`config.mk`:
```
export PLATFORM = sky130hd
export DESIGN_NAME = pc_fetch_unit
export DESIGN_NICKNAME = d
export VERILOG_FILES = /design/src/rtl/pc_fetch_unit.sv
export SDC_FILE = /design/constraint.sdc
export NUM_CORES = 1
export LEC_CHECK = 0
export ABC_AREA = 1
export CORE_MARGIN = 8
export CORE_UTILIZATION = 49
export DETAILED_ROUTE_END_ITERATION = 10
export HOLD_SLACK_MARGIN = 0.02
export PLACE_DENSITY = 0.9
export REMOVE_ABC_BUFFERS = 1
export SKIP_LAST_GASP = 1
export SYNTH_ARGS = -nofsm -noshare
export SYNTH_HDL_FRONTEND = slang
export SYNTH_SLANG_ARGS = --single-unit
```
`constraint.sdc`:
```
create_clock -name clk -period 3.5 [get_ports clk]
set_clock_uncertainty 0.15 [all_clocks]
set_input_delay 0.7 -clock clk [delete_from_list [all_inputs] [get_ports clk]]
set_output_delay 0.7 -clock clk [all_outputs]
set_load 0.02 [all_outputs]
```
`src/rtl/pc_fetch_unit.sv`:
```
// Program counter and fetch sequencer feeding instruction_memory: next-PC select, boot bubble, halt, misalignment trap.
// Latency: a redirect sampled at edge N drives PC_out after edge N. PC_plus4 is combinational from PC_out.
// Backpressure: stall or halt_req freezes the PC and the fetch counter. Redirects are dropped while stalled, so the source must hold them.
module pc_fetch_unit #(
  parameter logic [31:0] RESET_VECTOR = 32'h00000000,
  parameter logic [31:0] TRAP_VECTOR  = 32'h00000100
) (
  input  logic        clk,
  input  logic        reset,
  input  logic        stall,
  input  logic        branch_taken,
  input  logic [31:0] branch_target,
  input  logic        jump,
  input  logic [31:0] jump_target,
  input  logic        halt_req,
  input  logic        resume,
  output logic [31:0] PC_out,
  output logic [31:0] PC_plus4,
  output logic        fetch_valid,
  output logic        misaligned,
  output logic [31:0] trap_pc,
  output logic [1:0]  state,
  output logic [31:0] fetch_count
);

  typedef enum logic [1:0] {
    ST_BOOT = 2'b00,
    ST_RUN  = 2'b01,
    ST_HALT = 2'b10,
    ST_TRAP = 2'b11
  } state_t;

  state_t      state_q, state_d;
  logic [31:0] pc_q, pc_d;
  logic        misaligned_q, misaligned_d;
  logic [31:0] trap_pc_q, trap_pc_d;
  logic [31:0] fetch_count_q, fetch_count_d;

  // Redirect source after priority resolution: jump beats branch.
  logic        redir_vld;
  logic [31:0] redir_tgt;

  // Next-state, next-PC and bookkeeping for the current cycle.
  always_comb begin
    state_d       = state_q;
    pc_d          = pc_q;
    misaligned_d  = misaligned_q;
    trap_pc_d     = trap_pc_q;
    fetch_count_d = fetch_count_q;
    redir_vld     = 1'b0;
    redir_tgt     = 32'h0;

    if (jump) begin
      redir_vld = 1'b1;
      redir_tgt = jump_target;
    end else if (branch_taken) begin
      redir_vld = 1'b1;
      redir_tgt = branch_target;
    end

    unique case (state_q)
      // One-cycle bubble while instruction memory comes out of reset.
      ST_BOOT: state_d = ST_RUN;

      ST_RUN: begin
        if (halt_req) begin
          state_d = ST_HALT;
        end else if (!stall) begin
          // Every unstalled RUN cycle counts, including redirects and traps.
          fetch_count_d = fetch_count_q + 32'd1;
          if (redir_vld) begin
            if (redir_tgt[1:0] == 2'b00) begin
              pc_d = redir_tgt;
            end else begin
              state_d      = ST_TRAP;
              pc_d         = TRAP_VECTOR;
              misaligned_d = 1'b1;
              trap_pc_d    = redir_tgt;
            end
          end else begin
            pc_d = pc_q + 32'd4;
          end
        end
      end

      // Everything except resume is ignored; PC is preserved across the halt.
      ST_HALT: begin
        if (resume) begin
          state_d = ST_RUN;
        end
      end

      // Single-cycle trap bubble at TRAP_VECTOR, then fetch from it.
      ST_TRAP: state_d = ST_RUN;

      default: state_d = ST_BOOT;
    endcase
  end

  // State registers with synchronous reset overriding every state.
  always_ff @(posedge clk) begin
    if (reset) begin
      state_q       <= ST_BOOT;
      pc_q          <= RESET_VECTOR;
      misaligned_q  <= 1'b0;
      trap_pc_q     <= 32'h0;
      fetch_count_q <= 32'h0;
    end else begin
      state_q       <= state_d;
      pc_q          <= pc_d;
      misaligned_q  <= misaligned_d;
      trap_pc_q     <= trap_pc_d;
      fetch_count_q <= fetch_count_d;
    end
  end

  assign PC_out      = pc_q;
  assign PC_plus4    = pc_q + 32'd4;
  assign fetch_valid = (state_q == ST_RUN);
  assign misaligned  = misaligned_q;
  assign trap_pc     = trap_pc_q;
  assign state       = state_q;
  assign fetch_count = fetch_count_q;

endmodule

```
## Word level (Yosys, flattened, before mapping)

Index checks and enable logic that the tools add are counted.

| storage, ports and cells | value |
|---|---|
| memory bits (read-only) | 0 |
| latch bits | 0 |
| RAM bits | 0 |
| output and inout bits | 132 |
| memories | 0 |
| word-level logic and storage cells | 35 |
| input port bits | 71 |
| register bits | 99 |

| operators by class | value |
|---|---|
| reductions and logical operators | 6 |
| add/sub/neg operators | 2 |
| bitwise gates (word level) | 3 |
| div/mod/pow operators | 0 |
| eq/ne operators | 7 |
| muxes and demuxes | 12 |
| shift operators | 0 |
| multipliers | 0 |
| $lt $le $gt $ge | 0 |

Operators by type and width:

| kind | count |
|---|---|
| $mux 32 | 4 |
| $add 32x1->32 const B | 1 |
| $add 32x3->32 const B | 1 |
| $mux 2 | 5 |
| $ne 3x3->1 const B | 2 |
| $pmux 2 s3 | 1 |
| $reduce_and 5->1 | 1 |
| $eq 2x2->1 const B | 2 |
| $logic_not 2->1 | 2 |
| $reduce_and 4->1 | 1 |
| $ne 3x2->1 const B | 1 |
| $not 1->1 | 3 |
| $reduce_and 3->1 | 1 |
| $eq 2x1->1 const B | 1 |
| $mux 1 | 2 |
| $ne 2x2->1 const B | 1 |
| $reduce_or 2->1 | 1 |

## Depth between registers and ports, before layout

| depth | value |
|---|---|
| depth in word-level cells | 8 |
| mapped depth | 11 |
| depth with buffers taken out | 10 |

## Worst setup path after synthesis

Ideal clock, no wire load.

| timing | value |
|---|---|
| kind | reg2out |
| start | register pc_q[3], in the netlist PC_out[3] |
| end | output PC_plus4[14] |
| cell stages (with the launch flop) | 7 |
| arrival | 1,601 ps |
| path buffers | 0 |
| required time | 2,650 ps |
| slack | 1,049 ps |
| cells stage by stage | dfxtp_1 > ha_1 > nand2_1 > nor2_2 > nand2_2 > nor2_1 > xor2_1 |

| between the ends | value |
|---|---|
| cells in the longest elaborated chain, start to end | 1 |

Ends and longest elaborated chain:

| what | line | RTL |
|---|---|---|
| start: declaration | 34 | `logic [31:0] pc_q, pc_d;` |
| start signal: assignment | 110 | `pc_q <= pc_d;` |
| $add 32x3->32 | 118 | `assign PC_plus4 = pc_q + 32'd4;` |
| end: declaration | 18 | `output logic [31:0] PC_plus4,` |

Every way passes these cells.

## Worst setup path in the final report

Ends and elaborated chain as after synthesis.

==> results.json <==
{
  "rr_worst_depth": 6,
  "n_antenna_cell": 0,
  "holdPathStages": 2,
  "antenna_found_initial": 2,
  "initial_core_util": 0.504,
  "synth.distinct_cells": 33,
  "vias_per_cell": 5.28,
  "area_delta_synth_final_pct": 42.0,
  "yosysTopAreaCell": "dfxtp_1",
  "clk_pin_slew_ns": 0.10,
  "r2r_end": "PC_out[24]",
  "grt_max_degree": 50,
  "power_frac_clock": 0.314,
  "syn_inst": 823,
  "std_cell_rows": 38,
  "grt_pass1_vias": 5608,
  "dp_hpwl_mm": 13.6,
  "setup_viol": 0,
  "synth_seq_cells": 99,
  "fin_crit_ns": 3.36,
  "grt_pass1_wl_mm": 28.3,
  "required_ns": 2.65,
  "seqCellArea_mm2": 0.00198,
  "rsz0062_at_grt": "no",
  "reg2reg_from": "state[0]",
  "antenna_left": 0,
  "initialDrtViolationCount": 601,
  "drive_gt1_frac": 0.0524,
  "hp-start": "PC_out[1]",
  "post-route-period-util": 0.960,
  "instances_no_fill": 1152,
  "drc": 0,
  "p_sw_mw": 0.696,
  "clockRootBuffer": "clkbuf_8",
  "synth_edf_count": 0,
  "hold_violations": 0,
  "drt-total-wl_mm": 18.2,
  "post_cts_buffers": 0,
  "synth.avg_cell_area_um2": 6.64,
  "final_core_util": 0.716,
  "drt_pass1_iterations": 5,
  "cts_tree": "yes",
  "cp_max_fo": 4,
  "drv_slew": 0,
  "grt.total_usage": 0.237,
  "synth_top_area_frac": 0.363,
  "critPathLaunchType": "flop",
  "p_leak_nw": 3.15,
  "fmax_mhz": 298,
  "tightest_slew_ns": 0.564,
  "finalSetupTns_ns": 0,
  "multi_input_area_mm2": 0.00298,
  "post-place-ws_ns": 0.462,
  "portBuffers": 202,
  "cts_made_buffers": 9,
  "synth_top_flop_cell": "dfxtp_1",
  "cts_resized": 0,
  "outcome": "finished, final reports clean",
  "die_area_mm2": 0.0148,
  "core_area_mm2": 0.0108,
  "die_y_um": 122,
  "ir_drop_mv": 0.193,
  "p_int_mw": 1.76,
  "wl_per_cell_um": 15.8,
  "dp.cells": 1136,
  "relSlewSlack": 0.623,
  "power_frac_seq": 0.490,
  "clock_sinks": 99,
  "p_sw_frac": 0.283,
  "num_vias": 6081,
  "maxCapViolCount": 0,
  "routabilityCongestion": 0.936,
  "num_io_pins": 203,
  "pwr_density_cell_mw_per_mm2": 316,
  "setup_ws_ns": 0.141,
  "clockBufferDepth": 2,
  "cp.arrival_ns": 2.51,
  "fill_cells": 938,
  "yosys-top-cells-area": "dfxtp_1, nand2_1, nor2_1",
  "die_w_um": 122,
  "r2r_setup_slack_ns": 1.50,
  "combPwrFrac": 0.196,
  "seq_area_frac_synth": 0.363,
  "worstHoldEndpoint": "PC_out[1]",
  "fin_nets": 1080,
  "ctsHoldBuffers": 0,
  "syn-cell-area_mm2": 0.00546,
  "synthArstFlopShare": 0,
  "worstSetupPathType": "reg -> out",
  "clock_latency_ns": 0.38,
  "yosys_warnings": 0,
  "min-delay-path-class": "reg -> reg",
  "grt_overflow_total": 0,
  "critPathCaptureType": "output pin",
  "cts_htree_levels": 3
}
## metrics by stage
stage          power, mW  area, µm²  hold slack, ns
2_1_floorplan       1.43       5270           0.381
3_3_place_gp        1.70       7560           0.308
3_5_place_dp        1.71       7560           0.312
4_1_cts             2.46       7760           0.326
5_1_grt             2.55       7760           0.344
6_report            2.46       7760           0.328
## worst max path at each step
stage	from	to	slack, ns	cells past startpoint
floorplan	branch_taken	state[1]	0.95	8
global placement	jump	trap_pc[27]	0.57	8
detailed placement	jump	trap_pc[10]	0.46	8
CTS	PC_out[3]	PC_plus4[14]	0.14	7
global route	PC_out[3]	PC_plus4[14]	0.03	7
finish	PC_out[3]	PC_plus4[14]	0.14	7
## flip-flops by register name (all words and copies together) (netlist names)
signal and count:
PC_out 32, fetch_count 32, trap_pc 32, state 2
misaligned 1
## cells by family after synthesis
kind of cell | share of synthesized area
flops | 0.363
buf+inv | 0.0932
compound gates | 0.185
fa+ha+maj | 0.00458
simple gates | 0.324
xor+xnor | 0.0302
## worst max-delay path, stage by stage (launching register included)
cell and delay (ns):
dfxtp_1 0.39, ha_1 0.22, nand2_1 0.08, nor2_2 0.13
nand2_2 0.14, nor2_1 0.21, xor2_1 0.28, clkdlybuf4s50_1 0.68
## layout by cell type (no fill, tap or decap)
| cell type | synthesis | layout |
|---|---|---|
| o21ai_0 | 69 | 69 |
| dfxtp_1 | 99 | 99 |
| nor3_1 | 12 | 12 |
| nor2_2 | 4 | 5 |
| clkdlybuf4s50_1 | 0 | 202 |
| nor2_4 | 9 | 9 |
| a31oi_1 | 3 | 3 |
| nand4_1 | 11 | 11 |
| inv_1 | 82 | 81 |
| nand3_2 | 1 | 1 |
| a21oi_1 | 72 | 72 |
| and3_1 | 2 | 2 |
| a31o_2 | 1 | 1 |
| ha_1 | 2 | 2 |
| clkbuf_1 | 22 | 1 |
| a22o_1 | 29 | 29 |
| clkbuf_8 | 0 | 11 |
| xor2_2 | 1 | 1 |
| o21a_1 | 1 | 1 |
| nand2_2 | 5 | 5 |
| bufinv_16 | 0 | 1 |
| clkinv_2 | 0 | 2 |
| xnor2_1 | 7 | 7 |
| inv_2 | 2 | 3 |
| nor3_4 | 1 | 1 |
| and2_1 | 3 | 3 |
| nand4_4 | 2 | 2 |
| buf_12 | 0 | 1 |
| a22oi_1 | 1 | 1 |
| clkinv_4 | 0 | 1 |
| buf_4 | 3 | 9 |
| nand3_1 | 25 | 25 |
| xor2_1 | 10 | 10 |
| nand3b_1 | 7 | 7 |
| nand2_1 | 189 | 189 |
| a211oi_1 | 1 | 1 |
| nor2_1 | 133 | 132 |
## cell usage after synthesis, types with 5 or more instances
master	number
o21ai_0	69
xnor2_1	7
clkbuf_1	22
nor2_1	133
nor3_1	12
a22o_1	29
nand4_1	11
a21oi_1	72
xor2_1	10
nand2_2	5
nor2_4	9
nand3_1	25
nand3b_1	7
inv_1	82
dfxtp_1	99
buf_2	11
nand2_1	189
## power groups by stage
stage          Sequential (mW)  Combinational, mW  Clock (mW)
6_report                  1.20              0.481       0.772
5_1_grt                   1.21              0.516       0.828
4_1_cts                   1.20              0.484       0.776
3_5_place_dp              1.23              0.481           0
3_3_place_gp              1.23              0.476           0
2_1_floorplan             1.26              0.172           0
## per-layer routing
layer  vias to the layer above  track usage  part of all wire
li1                       3040            -                 -
met1                      2766        0.280              0.41
met2                       250        0.397              0.47
met3                        21       0.0824              0.10
met4                         4       0.0732             0.017
met5                         -            0            0.0013
## layout make-up
class | instances | share of cell area
clock inverter | 4 | 0.00629
inverter | 84 | 0.0406
sequential | 99 | 0.255
clock buffer | 12 | 0.0200
multi-input combinational | 601 | 0.383
timing repair buffer | 212 | 0.272
tap | 140 | 0.0226
(Power assumes the default switching activity.)
